### config.mk
export PLATFORM = sky130hd
export DESIGN_NAME = oled_frame_scheduler
export DESIGN_NICKNAME = d
export VERILOG_FILES = /design/src/rtl/oled_frame_scheduler.sv
export SDC_FILE = /design/constraint.sdc
export NUM_CORES = 1
export LEC_CHECK = 0
export CAP_MARGIN = 15
export CORE_MARGIN = 5
export CORE_UTILIZATION = 52
export CTS_CLUSTER_SIZE = 24
export DETAILED_ROUTE_END_ITERATION = 7
export GPL_ROUTABILITY_DRIVEN = 1
export MAX_ROUTING_LAYER = met4
export PLACE_DENSITY = 0.83
export SKIP_LAST_GASP = 1
export SLEW_MARGIN = 40
export SYNTH_ARGS = -nofsm -noshare
export SYNTH_HDL_FRONTEND = slang
export SYNTH_SLANG_ARGS = --single-unit
### constraint.sdc
create_clock -name i_clk -period 3.25 [get_ports i_clk]
set_input_delay 0.975 -clock i_clk [delete_from_list [all_inputs] [get_ports i_clk]]
set_output_delay 0.975 -clock i_clk [all_outputs]
set_load 0.02 [all_outputs]
### src/rtl/oled_frame_scheduler.sv
// oled_frame_scheduler
//   Owns the shared SPI byte serializer of an SSD1306 128x64 OLED. After reset
//   it pulses the panel reset line, sends the power-up command list, and then
//   arbitrates between single host command bytes and full-frame refreshes read
//   from a synchronous-read framebuffer RAM.
//
//   Build option: define OLED_AUTO_REFRESH_EN to add a free-running timer that
//   raises a refresh request every REFRESH_PERIOD cycles once init is done.
//
// Ports
//   i_clk, i_rst_n      clock, asynchronous active-low reset
//   o_lcd_rst           panel reset (active low)
//   o_tx_valid/byte/dc  byte offered to the serializer (dc: 0 cmd, 1 data)
//   i_tx_ready          serializer accepts when valid & ready
//   o_fb_addr/i_fb_data framebuffer read port (data one cycle after address)
//   i_cmd_valid/byte    host command byte request
//   o_cmd_ready         host byte taken this cycle
//   i_refresh_req       single-cycle refresh request
//   o_busy              low only while idle
//   o_frame_done        one-cycle pulse after the last frame byte transfers
//
// state    | meaning
// ---------+-------------------------------------------------------------
// RST_LOW  | panel reset driven low for RESET_CYCLES
// RST_HIGH | panel reset released, wait RESET_CYCLES
// INIT     | send the 23-byte power-up command list
// IDLE     | arbitrate host byte vs pending refresh
// HOST     | one host command byte in flight
// WIN      | send the 6-byte column/page window commands
// FETCH    | framebuffer address presented
// LOAD     | framebuffer data captured into the output byte
// SEND     | data byte in flight, advance or finish the frame
module oled_frame_scheduler #(
  parameter int RESET_CYCLES   = 1000,
  parameter int FB_DEPTH       = 1024,
  parameter int FB_ADDR_W      = 10,
  parameter int REFRESH_PERIOD = 1000000
) (
  input  logic                 i_clk,
  input  logic                 i_rst_n,
  output logic                 o_lcd_rst,
  output logic                 o_tx_valid,
  output logic [7:0]           o_tx_byte,
  output logic                 o_tx_dc,
  input  logic                 i_tx_ready,
  output logic [FB_ADDR_W-1:0] o_fb_addr,
  input  logic [7:0]           i_fb_data,
  input  logic                 i_cmd_valid,
  input  logic [7:0]           i_cmd_byte,
  output logic                 o_cmd_ready,
  input  logic                 i_refresh_req,
  output logic                 o_busy,
  output logic                 o_frame_done
);

  localparam int CNT_W = $clog2(RESET_CYCLES + 1);
  localparam logic [4:0] INIT_LAST = 5'd22;
  localparam logic [4:0] WIN_LAST  = 5'd5;
  localparam logic [FB_ADDR_W-1:0] ADDR_LAST = FB_ADDR_W'(FB_DEPTH - 1);

  typedef enum logic [3:0] {
    S_RST_LOW, S_RST_HIGH, S_INIT, S_IDLE, S_HOST, S_WIN, S_FETCH, S_LOAD, S_SEND
  } state_t;

  function automatic logic [7:0] init_byte(input logic [4:0] i);
    case (i)
      5'd0:  init_byte = 8'hAE;  5'd1:  init_byte = 8'h81;  5'd2:  init_byte = 8'h7F;
      5'd3:  init_byte = 8'hA6;  5'd4:  init_byte = 8'h20;  5'd5:  init_byte = 8'h00;
      5'd6:  init_byte = 8'hC8;  5'd7:  init_byte = 8'h40;  5'd8:  init_byte = 8'hA1;
      5'd9:  init_byte = 8'hA8;  5'd10: init_byte = 8'h3F;  5'd11: init_byte = 8'hD3;
      5'd12: init_byte = 8'h00;  5'd13: init_byte = 8'hD5;  5'd14: init_byte = 8'h80;
      5'd15: init_byte = 8'hD9;  5'd16: init_byte = 8'h22;  5'd17: init_byte = 8'hDB;
      5'd18: init_byte = 8'h20;  5'd19: init_byte = 8'h8D;  5'd20: init_byte = 8'h14;
      5'd21: init_byte = 8'hA4;  5'd22: init_byte = 8'hAF;
      default: init_byte = 8'h00;
    endcase
  endfunction

  function automatic logic [7:0] win_byte(input logic [4:0] i);
    case (i)
      5'd0: win_byte = 8'h21;  5'd1: win_byte = 8'h00;  5'd2: win_byte = 8'h7F;
      5'd3: win_byte = 8'h22;  5'd4: win_byte = 8'h00;  5'd5: win_byte = 8'h07;
      default: win_byte = 8'h00;
    endcase
  endfunction

  state_t               state_q, state_d;
  logic [CNT_W-1:0]     cnt_q, cnt_d;
  logic [4:0]           idx_q, idx_d;
  logic [FB_ADDR_W-1:0] addr_q, addr_d;
  logic                 tx_valid_q, tx_valid_d;
  logic [7:0]           tx_byte_q, tx_byte_d;
  logic                 tx_dc_q, tx_dc_d;
  logic                 lcd_rst_q, lcd_rst_d;
  logic                 frame_done_q, frame_done_d;
  logic                 pend_q, pend_d;
  logic                 last_host_q, last_host_d;

  logic xfer;
  logic tick;
  logic ref_pend;

  assign xfer = tx_valid_q & i_tx_ready;

`ifdef OLED_AUTO_REFRESH_EN
  localparam int TMR_W = $clog2(REFRESH_PERIOD + 1);
  logic [TMR_W-1:0] tmr_q, tmr_d;
  logic             tmr_run_q, tmr_run_d;
  logic             init_done;

  assign init_done = (state_q == S_INIT) && xfer && (idx_q == INIT_LAST);

  always_comb begin
    tmr_d     = tmr_q;
    tmr_run_d = tmr_run_q;
    tick      = 1'b0;
    if (tmr_run_q) begin
      if (tmr_q == '0) begin
        tick  = 1'b1;
        tmr_d = TMR_W'(REFRESH_PERIOD - 1);
      end else begin
        tmr_d = tmr_q - TMR_W'(1);
      end
    end else if (init_done) begin
      tmr_run_d = 1'b1;
      tmr_d     = TMR_W'(REFRESH_PERIOD - 1);
    end
  end

  always_ff @(posedge i_clk or negedge i_rst_n) begin
    if (!i_rst_n) begin
      tmr_q     <= '0;
      tmr_run_q <= 1'b0;
    end else begin
      tmr_q     <= tmr_d;
      tmr_run_q <= tmr_run_d;
    end
  end
`else
  assign tick = 1'b0;
`endif

  // A request arriving in the same cycle as the arbitration counts as pending,
  // so a simultaneous host byte and refresh pulse are arbitrated fairly.
  assign ref_pend = pend_q | i_refresh_req | tick;

  always_comb begin
    state_d      = state_q;
    cnt_d        = cnt_q;
    idx_d        = idx_q;
    addr_d       = addr_q;
    tx_valid_d   = tx_valid_q;
    tx_byte_d    = tx_byte_q;
    tx_dc_d      = tx_dc_q;
    lcd_rst_d    = lcd_rst_q;
    frame_done_d = 1'b0;
    pend_d       = ref_pend;
    last_host_d  = last_host_q;

    case (state_q)
      S_RST_LOW: begin
        if (cnt_q == '0) begin
          cnt_d     = CNT_W'(RESET_CYCLES - 1);
          lcd_rst_d = 1'b1;
          state_d   = S_RST_HIGH;
        end else begin
          cnt_d = cnt_q - CNT_W'(1);
        end
      end
      S_RST_HIGH: begin
        if (cnt_q == '0) begin
          idx_d      = '0;
          tx_byte_d  = init_byte(5'd0);
          tx_dc_d    = 1'b0;
          tx_valid_d = 1'b1;
          state_d    = S_INIT;
        end else begin
          cnt_d = cnt_q - CNT_W'(1);
        end
      end
      S_INIT: begin
        if (xfer) begin
          if (idx_q == INIT_LAST) begin
            tx_valid_d = 1'b0;
            state_d    = S_IDLE;
          end else begin
            idx_d     = idx_q + 5'd1;
            tx_byte_d = init_byte(idx_q + 5'd1);
          end
        end
      end
      S_IDLE: begin
        // last_host only moves on contested grants; an uncontested grant
        // leaves the round-robin pointer where it was.
        if (i_cmd_valid && !(ref_pend && last_host_q)) begin
          if (ref_pend) last_host_d = 1'b1;
          tx_byte_d  = i_cmd_byte;
          tx_dc_d    = 1'b0;
          tx_valid_d = 1'b1;
          state_d    = S_HOST;
        end else if (ref_pend) begin
          if (i_cmd_valid) last_host_d = 1'b0;
          pend_d     = 1'b0;
          idx_d      = '0;
          tx_byte_d  = win_byte(5'd0);
          tx_dc_d    = 1'b0;
          tx_valid_d = 1'b1;
          state_d    = S_WIN;
        end
      end
      S_HOST: begin
        if (xfer) begin
          tx_valid_d = 1'b0;
          state_d    = S_IDLE;
        end
      end
      S_WIN: begin
        if (xfer) begin
          if (idx_q == WIN_LAST) begin
            tx_valid_d = 1'b0;
            addr_d     = '0;
            state_d    = S_FETCH;
          end else begin
            idx_d     = idx_q + 5'd1;
            tx_byte_d = win_byte(idx_q + 5'd1);
          end
        end
      end
      S_FETCH: state_d = S_LOAD;
      S_LOAD: begin
        tx_byte_d  = i_fb_data;
        tx_dc_d    = 1'b1;
        tx_valid_d = 1'b1;
        state_d    = S_SEND;
      end
      S_SEND: begin
        if (xfer) begin
          tx_valid_d = 1'b0;
          if (addr_q == ADDR_LAST) begin
            frame_done_d = 1'b1;
            addr_d       = '0;
            state_d      = S_IDLE;
          end else begin
            addr_d  = addr_q + FB_ADDR_W'(1);
            state_d = S_FETCH;
          end
        end
      end
      default: state_d = S_RST_LOW;
    endcase
  end

  always_ff @(posedge i_clk or negedge i_rst_n) begin
    if (!i_rst_n) begin
      state_q      <= S_RST_LOW;
      cnt_q        <= CNT_W'(RESET_CYCLES - 1);
      idx_q        <= '0;
      addr_q       <= '0;
      tx_valid_q   <= 1'b0;
      tx_byte_q    <= 8'h00;
      tx_dc_q      <= 1'b0;
      lcd_rst_q    <= 1'b0;
      frame_done_q <= 1'b0;
      pend_q       <= 1'b0;
      last_host_q  <= 1'b1;
    end else begin
      state_q      <= state_d;
      cnt_q        <= cnt_d;
      idx_q        <= idx_d;
      addr_q       <= addr_d;
      tx_valid_q   <= tx_valid_d;
      tx_byte_q    <= tx_byte_d;
      tx_dc_q      <= tx_dc_d;
      lcd_rst_q    <= lcd_rst_d;
      frame_done_q <= frame_done_d;
      pend_q       <= pend_d;
      last_host_q  <= last_host_d;
    end
  end

  assign o_lcd_rst    = lcd_rst_q;
  assign o_tx_valid   = tx_valid_q;
  assign o_tx_byte    = tx_byte_q;
  assign o_tx_dc      = tx_dc_q;
  assign o_fb_addr    = addr_q;
  assign o_frame_done = frame_done_q;
  assign o_busy       = (state_q != S_IDLE);
  assign o_cmd_ready  = (state_q == S_HOST) && xfer;

endmodule

# Word level (Yosys, flattened, before mapping)
# Memories as Yosys holds them, arrays and structs flattened.
# Cells that the tools add are included.
[word_totals]
rom_bits = 256
reg_bits = 43
in_bits = 21
wordCells = 129
memories = 1
[op_classes]
n_eq_ne = 30
n_bitwise = 2
n_reduce_logical = 24
add_sub_neg = 3
mux = 58
[mem_list]
columns = ["memory", "depth", "word_bits", "rd", "rd_ports_with_merged_regs", "write_ports", "line_no", "text"]
rows = [
  ["(name not given)", 32, 8, 1, 0, 0, "66", "case (i)"],
]
[ops]
columns = ["op", "n"]
rows = [
  ["$mux 10", 6],
  ["$mux 8", 7],
  ["$mux 4", 10],
  ["$pmux 10 s2", 2],
  ["$pmux 8 s5", 1],
  ["$pmux 4 s9", 1],
  ["$mux 5", 7],
  ["$pmux 7 s4", 1],
  ["$ne 2x2->1 const B", 13],
  ["$pmux 5 s4", 1],
  ["$mux 1", 19],
  ["$eq 4x3->1 const B", 4],
  ["$reduce_and 8->1", 2],
  ["$add 10x1->10 const B", 1],
  ["$eq 10x10->1 const B", 1],
  ["$eq 5x2->1 const B", 2],
  ["$eq 5x3->1 const B", 2],
  ["$logic_not 10->1", 1],
  ["$sub 10x1->10 const B", 1],
  ["$reduce_and 9->1", 1],
  ["$eq 4x2->1 const B", 2],
  ["$reduce_and 7->1", 1],
  ["$pmux 1 s6", 1],
  ["$reduce_and 3->1", 2],
  ["23 further kinds", 28],
]

# Longest topological paths before layout
# Gate-level depths: netlist of run 1.
[depth]
ltp_word = 6
depth_mapped = 9
ltp_nobuf = 8

# Least setup slack after synthesis of run 1
# No wires, ideal clock.
[synth_timing]
path_kind = "input to output"
from = "input i_tx_ready"
to = "output o_cmd_ready"
setup_slack_ns = 0.474
cell_stages = 2
arrival_time_ns = 1.801
path_cell_list = "nand2_1 nor4_1"
[synth_between]
elab_chain_len = 2
[synth_rtl]
columns = ["element", "line_no", "text"]
rows = [
  ["from (decl)", "45", "input logic i_tx_ready,"],
  ["$and 1x1->1", "103", "assign xfer = tx_valid_q & i_tx_ready;"],
  ["$logic_and 1x1->1", "288", "assign o_cmd_ready = (state_q == S_HOST) && xfer;"],
  ["to (decl)", "50", "output logic o_cmd_ready,"],
]
# No other way between the ends.

# Worst setup path after layout of run 1
# Ends and elaborated chain as after synthesis.

==> run metrics, run 1 <==
Min-Delay Endpoint=last_host_q$_DFFE_PN1P_; length in cells of the worst reg-to-reg path=8; most frequent standard cell in the layout excluding fill and tap cells=sky130_fd_sc_hd__nor2_1; worst setup path class=input port to primary output; CP Data Arrival Time=2100 ps; GRT met3 Usage=0.0335; Worst Setup SP=i_tx_ready; initial antenna violation count=0; Vias per Instance=~6.3; placer's final routability congestion estimate=approximately 1; portion of the post-synthesis area used by sequential elements=0.341; MaxCap Viol Count=0; initial DRC count=between 200 and 300; remaining design rule violation count=0; synthesized area per cell=8.27 um2; Routed Antenna Nets=0; detailed-route wire length per cell=between 15 and 20 um; gr busiest metal=met2; maximum count of clock buffers along a single path=2; worst reg2reg startpoint=cnt_q[0]$_DFFE_PN1P_; overall power consumption=1.04 mW; Net Sw Power=between 0.2 and 0.25 mW; count of placed standard cells including taps=approximately 500; kind of end point of the critical path=primary output; endpoint of the lowest-slack register-to-register path=o_tx_byte[0]$_DFFE_PN0P_; width of the die=88.3 um; number of buffers created by CTS=5; endpoints failing hold=0; Ant. Diodes=0; count of placed standard cells in the final layout, fillers left out=between 500 and 600; CP top delay family=buffers and inverters; root buf cell=sky130_fd_sc_hd__clkbuf_8; maximum achievable frequency=around 0.32 GHz; beginning of the worst hold path=last_host_q$_DFFE_PN1P_; starting density of the core=0.536; cell area after placement=around 0.0038 mm2; sum of routed wire length over all layers=8590 um; setup TNS after final layout=0 ps; final std cell area, no fill=0.00388 mm2; area of the die=0.00780 mm2; TritonCTS clock tree=built; Tot GR Track Use=0.243; worst max-slew margin expressed relative to the limit=0.494; total vias in the final route=roughly 3,200; Net Count, Synth=about 420; share of the clock period used by the worst path=0.947; post-layout worst setup margin=171 ps; synthesis warning total=0; fraction of met2 tracks used by global routing=0.377; most frequent cells in the layout=sky130_fd_sc_hd__nor2_1, sky130_fd_sc_hd__clkdlybuf4s50_1, sky130_fd_sc_hd__dfrtp_1, sky130_fd_sc_hd__o21ai_0, sky130_fd_sc_hd__nand2_1; number of enable flip-flop cells after synthesis=0; Post-Syn Area=around 0.0032 mm2; met1 Use GR=0.330; Final HPWL DP=approximately 6300 um; Worst-path clk slew=80 ps; synthesis-stage register bit count=43; clock network latency to the later pin of the worst-skew pair=about 300 ps; count of pins over their slew limit=0; Pleak=between 1.5 and 2 nW; clock group share of total power=0.421; H-tree Lvls=2; layout cells sized above 1=0.116; shortest clock period the worst path allows after layout=slightly above 3000 ps; switching share of power=0.206; CP peak stage delay=470 ps; vertical die dimension=88.3 um; outcome=finished clean; unrepaired setup endpoints after global routing=false; critical path data required time=roughly 2300 ps; worst slack at placement=-120 ps; Worst Hold Depth=1; Synth-to-Final Area Change=21.5%; post-synth cell types=65; first-pass iteration count of the detailed router=5; share of the core filled with cells in the final layout=0.651; setup clock skew after layout=between 10 and 15 ps; slowest stage cell on the critical path=sky130_fd_sc_hd__clkdlybuf4s50_1; Max Fanout on Critical Path=2; Hold Crit Class=flip-flop to flip-flop; crit start category=input port; internal power of the cells=0.826 mW; R2R Setup Slk=360 ps; transition time at the pin with the least slew margin=752 ps; global-route wire length before repair=14,700 um; core region area=between 0.005 and 0.006 mm2; most instantiated flip-flop cell in the synthesis netlist=sky130_fd_sc_hd__dfrtp_1; largest net degree at the start of global routing=44; Sinks on Clock Net=between 40 and 50; buffers plus inverters on the worst setup path=2; I/O Buffers=44; asr flop ratio synth=1.00; fraction of power consumed by combinational cells=0.057; Hold Slack=between 400 and 500 ps; number of cells produced by synthesis=about 390; fraction of power consumed by sequential logic=0.522; Worst VDD drop=roughly 240 uV; # nets final=roughly 460; Row Count=28; Cell Pwr Density=~270 mW/mm2; critical path cell sequence=clkdlybuf4s50_1 -> nand2_1 -> nor4_1 -> dlygate4sd2_1; number of setup violations in the final report=0; io pins=45; GRT Residual Overflow=0; via count of the first global-routing pass=3,055
metal layers:
layer / share of wire / up-vias
met1: 0.45 / 1532
met3: 0.071 / 16
li1: - / 1526
met4: 0.022 / 0
met5: 0 / -
met2: 0.46 / 138
sequential cells by signal, indices dropped and copies added, names as in the netlist:
register      cells
o_lcd_rst         1
o_fb_addr        10
state_q           4
o_tx_valid        1
o_frame_done      1
cnt_q            10
pend_q            1
last_host_q       1
o_tx_dc           1
idx_q             5
o_tx_byte         8
cell usage after synthesis, types with 5 or more instances:
library cell | n | share of area
sky130_fd_sc_hd__nand2_1 | 29 | 0.034
sky130_fd_sc_hd__dfrtp_1 | 34 | 0.27
sky130_fd_sc_hd__a21oi_1 | 22 | 0.035
sky130_fd_sc_hd__dfstp_2 | 9 | 0.074
sky130_fd_sc_hd__nor4_1 | 5 | 0.0098
sky130_fd_sc_hd__nand2b_1 | 5 | 0.0098
sky130_fd_sc_hd__a221oi_1 | 5 | 0.014
sky130_fd_sc_hd__mux2i_1 | 5 | 0.016
sky130_fd_sc_hd__nand3_1 | 17 | 0.027
sky130_fd_sc_hd__o21ai_0 | 32 | 0.050
sky130_fd_sc_hd__o31ai_1 | 7 | 0.016
sky130_fd_sc_hd__nor3_1 | 13 | 0.020
sky130_fd_sc_hd__clkbuf_1 | 21 | 0.025
sky130_fd_sc_hd__xnor2_1 | 7 | 0.019
sky130_fd_sc_hd__xor2_1 | 5 | 0.014
sky130_fd_sc_hd__nor2b_1 | 7 | 0.014
sky130_fd_sc_hd__ha_1 | 11 | 0.043
sky130_fd_sc_hd__and3_1 | 6 | 0.012
sky130_fd_sc_hd__o22ai_1 | 5 | 0.0098
sky130_fd_sc_hd__a31oi_1 | 9 | 0.018
sky130_fd_sc_hd__inv_1 | 12 | 0.014
sky130_fd_sc_hd__nor2_1 | 43 | 0.051
power by group through the flow:
stage               clock (mW)  sequential (mW)  combinational (mW)
finish                   0.438            0.543              0.0597
global route             0.480            0.544              0.0654
CTS                      0.453            0.543              0.0614
detailed placement           0            0.553              0.0610
global placement             0            0.553              0.0602
floorplan                    0            0.559             0.00640
final cells by class:
class	instances	area, um2
inverters	13	48.8
clock inverters	2	38.8
multi-input cells	307	1960
fillers	530	2080
clock buffers	6	82.6
flip-flops and latches	43	1090
well taps	75	93.8
repair buffers	61	564
what timing repair did:
item,in CTS,in global routing
setup buffers,0,0
hold buffers,0,0
endpoints found under the setup margin,1,1
resized for setup,1,1
worst max-delay path by stage:
stage | to | slack [ps] | cells after the start
5_1_grt | o_cmd_ready | 80 | 4
6_report | o_cmd_ready | 170 | 4
2_1_floorplan | o_cmd_ready | 470 | 2
3_3_place_gp | o_cmd_ready | -90 | 4
4_1_cts | o_busy | 120 | 4
3_5_place_dp | o_cmd_ready | -120 | 4
kinds of logic after synthesis:
kind of cell / share of synthesized area
simple gates: 0.244
compound gates: 0.261
flops: 0.341
buf+inv: 0.0451
xor+xnor: 0.0329
fa+ha+maj: 0.0431
mux: 0.0333
Note: power is estimated with default switching activity, not from simulation.
==> run 2: changes to the inputs <==
--- a/config.mk
+++ b/config.mk
@@ -13,6 +13,8 @@
 export GPL_ROUTABILITY_DRIVEN = 1
 export MAX_ROUTING_LAYER = met4
 export PLACE_DENSITY = 0.83
+export SETUP_SLACK_MARGIN = 0.4
+export SKIP_CTS_REPAIR_TIMING = 1
 export SKIP_LAST_GASP = 1
 export SLEW_MARGIN = 40
 export SYNTH_ARGS = -nofsm -noshare
==> run metrics, run 2 (synthesis results as in run 1) <==
remaining design rule violation count=0 (unchanged); count of placed standard cells including taps=499 (unchanged); crit start category=input port (unchanged); number of buffers created by CTS=5 (unchanged); H-tree Lvls=2 (unchanged); io pins=45 (unchanged); most frequent standard cell in the layout excluding fill and tap cells=sky130_fd_sc_hd__nor2_1 (unchanged); via count of the first global-routing pass=3,055 (unchanged); total stage count of the critical path=4 (unchanged); multi-input gate area in the final layout=0.00198 mm2 (was 0.00196 mm2); final std cell area, no fill=0.00394 mm2 (was 0.00388 mm2); CP top delay family=buffers and inverters (unchanged); kind of end point of the critical path=primary output (unchanged); first-pass iteration count of the detailed router=5 (unchanged); length in cells of the worst reg-to-reg path=8 (unchanged); outcome=finished clean (unchanged); detailed-route wire length per cell=17.2 um (was 16.9 um); Vias per Instance=6.27 (was 6.34); transition time at the pin with the least slew margin=753 ps (was 752 ps); worst slack at placement=-120 ps (unchanged); endpoints failing hold=0 (unchanged); Row Count=28 (unchanged); # nets final=469 (was 463); Net Sw Power=0.215 mW (about the same); fraction of power consumed by combinational cells=0.057 (about the same); buffers plus inverters on the worst setup path=2 (unchanged); Ant. Diodes=0 (unchanged); layout filler cell count=528 (was 530); Pleak=1.54 nW (was 1.51 nW); initial DRC count=275 (was 269); CP Data Arrival Time=1930 ps (was 2100 ps); Hold Crit Class=flip-flop to flip-flop (unchanged); MaxCap Viol Count=0 (unchanged); slowest stage cell on the critical path=sky130_fd_sc_hd__clkdlybuf4s50_1 (unchanged); GRT Residual Overflow=0 (unchanged); area of the die=0.00780 mm2 (unchanged); Routed Antenna Nets=0 (unchanged); Cell Pwr Density=264 mW/mm2 (was 268 mW/mm2); Worst Hold Depth=1 (unchanged); I/O Buffers=44 (unchanged); fraction of power consumed by sequential logic=0.521 (was 0.522); post-layout worst setup margin=349 ps (was 171 ps); clock group share of total power=0.422 (was 0.421); critical path data required time=2270 ps (about the same); total vias in the final route=3,216 (was 3,212); core region area=0.00596 mm2 (unchanged); Worst-path clk slew=80 ps (about the same); count of pins over their slew limit=0 (unchanged); count of placed standard cells in the final layout, fillers left out=513 (was 507); largest net degree at the start of global routing=44 (unchanged); maximum count of clock buffers along a single path=2 (unchanged); initial antenna violation count=0 (unchanged); switching share of power=0.207 (was 0.206); Synth-to-Final Area Change=23.5% (was 21.5%); Tot GR Track Use=0.243 (unchanged); sequential standard cell area=0.00109 mm2 (about the same); clock network latency to the later pin of the worst-skew pair=300 ps (about the same); internal power of the cells=0.826 mW (about the same); shortest clock period the worst path allows after layout=2900 ps (was 3080 ps); placer's final routability congestion estimate=1.00 (unchanged); worst max-slew margin expressed relative to the limit=0.495 (was 0.494); vertical die dimension=88.3 um (unchanged); starting density of the core=0.536 (unchanged); layout cells sized above 1=0.144 (was 0.116); root buf cell=sky130_fd_sc_hd__clkbuf_8 (unchanged); width of the die=88.3 um (unchanged); critical path cell sequence=clkdlybuf4s50_1 -> nand2_1 -> nor4_2 -> buf_2 (was clkdlybuf4s50_1 -> nand2_1 -> nor4_1 -> dlygate4sd2_1); CP peak stage delay=470 ps (about the same); Final HPWL DP=6300 um (unchanged); number of setup violations in the final report=0 (unchanged); Sinks on Clock Net=43 (unchanged); setup clock skew after layout=13.1 ps (was 12.6 ps); maximum achievable frequency=0.345 GHz (was 0.325 GHz); most frequent cells in the layout=sky130_fd_sc_hd__nor2_1, sky130_fd_sc_hd__clkdlybuf4s50_1, sky130_fd_sc_hd__dfrtp_1, sky130_fd_sc_hd__o21ai_0, sky130_fd_sc_hd__nand2_1 (unchanged); global-route wire length before repair=14,700 um (unchanged); Worst VDD drop=241 uV (was 240 uV); worst setup path class=input port to primary output (unchanged); unrepaired setup endpoints after global routing=true (was false); TritonCTS clock tree=built (unchanged); sum of routed wire length over all layers=8840 um (was 8590 um); cell area after placement=0.00375 mm2 (unchanged); Max Fanout on Critical Path=2 (unchanged); share of the clock period used by the worst path=0.893 (was 0.947)
-- run 2: cell types whose count changed in the layout (fill, tap and decap cells not counted), sizes merged --
cell / delta
clkdlybuf4s50: -1
dlymetal6s2s: +1
buf: +7
dlygate4sd2: -1
-- run 2: cell type report --
| type | instances | share of cell area |
|---|---|---|
| Tap cell | 75 | 0.0238 |
| Multi-Input combinational cell | 307 | 0.502 |
| Clock inverter | 2 | 0.00985 |
| Inverter | 13 | 0.0124 |
| Timing Repair Buffer | 67 | 0.155 |
| Sequential cell | 43 | 0.277 |
| Clock buffer | 6 | 0.0210 |
-- run 2: power by group through the flow --
stage	sequential (mW)	clock [mW]	combinational, mW
floorplan	0.559	0	0.00640
global placement	0.553	0	0.0602
detailed placement	0.553	0	0.0610
CTS	0.543	0.453	0.0614
global route	0.544	0.480	0.0654
finish	0.543	0.439	0.0597
-- run 2: metal layers --
layer	GRT usage	wire length, um	up-vias
li1	-	-	1543
met1	0.330	3940	1524
met2	0.377	4110	133
met3	0.0335	591	16
met4	0.0783	197	0
met5	-	0	-
-- run 2: final timing paths --
| kind | to | slack [ps] | from |
|---|---|---|---|
| hold reg to reg | last_host_q$_DFFE_PN1P_ | 490 | last_host_q$_DFFE_PN1P_ |
| hold / removal | last_host_q$_DFFE_PN1P_ | 490 | last_host_q$_DFFE_PN1P_ |
| max in group asynchronous | state_q[0]$_DFFE_PN0P_ | 2180 | i_rst_n |
| min in group asynchronous | o_frame_done$_DFF_PN0_ | 660 | i_rst_n |
| setup reg to reg | o_tx_byte[0]$_DFFE_PN0P_ | 490 | cnt_q[0]$_DFFE_PN1P_ |
| setup / recovery | o_cmd_ready | 350 | i_tx_ready |
-- run 2: per-stage QoR --
step / TNS, ps / hold WS, ps / total power, mW / utilization
detailed placement: -120 / 480 / 0.614 / 0.630
CTS: -144 / 492 / 1.06 / 0.651
finish: 0 / 489 / 1.04 / 0.661
global route: 0 / 506 / 1.09 / 0.661
global placement: -92.3 / 452 / 0.613 / 0.630
floorplan: 0 / 467 / 0.566 / -
==> run 3: changes to the inputs <==
--- a/config.mk
+++ b/config.mk
@@ -8,11 +8,12 @@
 export CAP_MARGIN = 15
 export CORE_MARGIN = 5
 export CORE_UTILIZATION = 52
+export CTS_CLUSTER_DIAMETER = 80
 export CTS_CLUSTER_SIZE = 24
 export DETAILED_ROUTE_END_ITERATION = 7
 export GPL_ROUTABILITY_DRIVEN = 1
 export MAX_ROUTING_LAYER = met4
-export PLACE_DENSITY = 0.83
+export PLACE_DENSITY_LB_ADDON = 0.08
 export SETUP_SLACK_MARGIN = 0.4
 export SKIP_CTS_REPAIR_TIMING = 1
 export SKIP_LAST_GASP = 1
==> run metrics, run 3 (synthesis results as in run 1) <==
buffers plus inverters on the worst setup path=2 (unchanged); worst max-slew margin expressed relative to the limit=0.498 (was 0.495); H-tree Lvls=2 (unchanged); clock network latency to the later pin of the worst-skew pair=290 ps (was 300 ps); Worst Setup SP=i_tx_ready (unchanged); shortest clock period the worst path allows after layout=2830 ps (was 2900 ps); share of the clock period used by the worst path=0.871 (was 0.893); # nets final=465 (was 469); beginning of the worst hold path=last_host_q$_DFFE_PN1P_ (unchanged); remaining design rule violation count=0 (unchanged); initial antenna violation count=0 (unchanged); count of pins over their slew limit=0 (unchanged); R2R Setup Slk=520 ps (was 490 ps); Max Fanout on Critical Path=2 (unchanged); Cell Pwr Density=262 mW/mm2 (was 264 mW/mm2); crit start category=input port (unchanged); I/O Buffers=44 (unchanged); first-pass iteration count of the detailed router=4 (was 5); Tot GR Track Use=0.230 (was 0.243); Worst VDD drop=359 uV (was 241 uV); Vias per Instance=6.30 (was 6.27); layout cells sized above 1=0.136 (was 0.144); Worst Hold Depth=1 (unchanged); root buf cell=sky130_fd_sc_hd__clkbuf_8 (unchanged); share of the core filled with cells in the final layout=0.659 (was 0.661); length in cells of the worst reg-to-reg path=7 (was 8); Pleak=1.52 nW (was 1.54 nW); worst setup path class=input port to primary output (unchanged); global-route wire length before repair=13,900 um (was 14,700 um); maximum count of clock buffers along a single path=2 (unchanged); GRT met3 Usage=0.0307 (was 0.0335); post-layout worst setup margin=420 ps (was 349 ps); number of setup violations in the final report=0 (unchanged); worst slack at placement=-154 ps (was -120 ps); detailed-route wire length per cell=16.8 um (was 17.2 um); Worst-path clk slew=80 ps (about the same); met1 Use GR=0.316 (was 0.330); Min-Delay Endpoint=last_host_q$_DFFE_PN1P_ (unchanged); Routed Antenna Nets=0 (unchanged); kind of end point of the critical path=primary output (unchanged); via count of the first global-routing pass=2,816 (was 3,055); unrepaired setup endpoints after global routing=true (unchanged); slowest stage cell on the critical path=sky130_fd_sc_hd__clkdlybuf4s50_1 (unchanged); Hold Crit Class=flip-flop to flip-flop (unchanged); most frequent cells in the layout=sky130_fd_sc_hd__nor2_1, sky130_fd_sc_hd__clkdlybuf4s50_1, sky130_fd_sc_hd__dfrtp_1, sky130_fd_sc_hd__o21ai_0, sky130_fd_sc_hd__nand2_1 (unchanged); initial DRC count=322 (was 275); starting density of the core=0.536 (unchanged); largest net degree at the start of global routing=44 (unchanged); Row Count=28 (unchanged); outcome=finished clean (unchanged); Synth-to-Final Area Change=22.9% (was 23.5%); TritonCTS clock tree=built (unchanged); transition time at the pin with the least slew margin=744 ps (was 753 ps); endpoints failing hold=0 (unchanged); setup clock skew after layout=9.05 ps (was 13.1 ps); CP top delay family=buffers and inverters (unchanged); MaxCap Viol Count=0 (unchanged); maximum achievable frequency=0.353 GHz (was 0.345 GHz); Ant. Diodes=0 (unchanged); width of the die=88.3 um (unchanged); total vias in the final route=3,205 (was 3,216); gr busiest metal=met2 (unchanged); area of the die=0.00780 mm2 (unchanged); vertical die dimension=88.3 um (unchanged); fraction of met2 tracks used by global routing=0.354 (was 0.377); GRT Residual Overflow=0 (unchanged); endpoint of the lowest-slack register-to-register path=o_tx_byte[3]$_DFFE_PN0P_ (was o_tx_byte[0]$_DFFE_PN0P_); sum of routed wire length over all layers=8540 um (was 8840 um); CP peak stage delay=480 ps (was 470 ps); critical path data required time=2270 ps (about the same); io pins=45 (unchanged); most frequent standard cell in the layout excluding fill and tap cells=sky130_fd_sc_hd__nor2_1 (unchanged); placer's final routability congestion estimate=0.931 (was 1.00); Sinks on Clock Net=43 (unchanged); critical path cell sequence=clkdlybuf4s50_1 -> nand2_1 -> nor4_2 -> buf_4 (was clkdlybuf4s50_1 -> nand2_1 -> nor4_2 -> buf_2); core region area=0.00596 mm2 (unchanged); CP Data Arrival Time=1850 ps (was 1930 ps); worst reg2reg startpoint=cnt_q[4]$_DFFE_PN0P_ (was cnt_q[0]$_DFFE_PN1P_); Final HPWL DP=6120 um (was 6300 um); number of buffers created by CTS=5 (unchanged)
[run 3: cell types whose count changed in the layout (fill, tap and decap cells not counted), sizes merged]
cell / before / now
buf: 25 / 21
clkinv: 1 / 2
inv: 13 / 12
[run 3: area by class of cell]
class	count	area, um2
clock buffer	6	82.6
clock inverter	2	35.0
fill	509	2030
inverter	13	48.8
multi-input combinational	307	1990
sequential	43	1090
tap	75	93.8
timing repair buffer	63	581
[run 3: metrics by stage]
stage          area (um2)  hold slack (ps)  instances  TNS (ps)  total power, mW
2_1_floorplan        3190              467        386         0            0.566
3_3_place_gp         3740              453        497     -94.6            0.613
3_5_place_dp         3740              481        497      -154            0.615
4_1_cts              3860              495        505      -181             1.04
5_1_grt              3920              514        509         0             1.07
6_report             3920              494        509         0             1.03
[run 3: per-layer routing]
layer / vias up / routed length, um
met3: 12 / 587
met2: 132 / 4070
li1: 1538 / -
met5: - / 0
met1: 1523 / 3710
met4: 0 / 172
[run 3: how the worst max path moves through the flow]
| stage | to | slack [ps] | cells past startpoint |
|---|---|---|---|
| 6_report | o_cmd_ready | 420 | 4 |
| 5_1_grt | o_cmd_ready | 360 | 4 |
| 4_1_cts | o_cmd_ready | -180 | 4 |
| 3_5_place_dp | o_cmd_ready | -150 | 4 |
| 3_3_place_gp | o_cmd_ready | -90 | 4 |
| 2_1_floorplan | o_cmd_ready | 470 | 2 |
[run 3: report_power, final]
| part | internal [mW] | total (mW) | switching, mW |
|---|---|---|---|
| logic | 0.0334 | 0.0607 | 0.0273 |
| registers | 0.540 | 0.543 | 0.00297 |
| clock network | 0.249 | 0.425 | 0.177 |
| total | 0.822 | 1.03 | 0.207 |
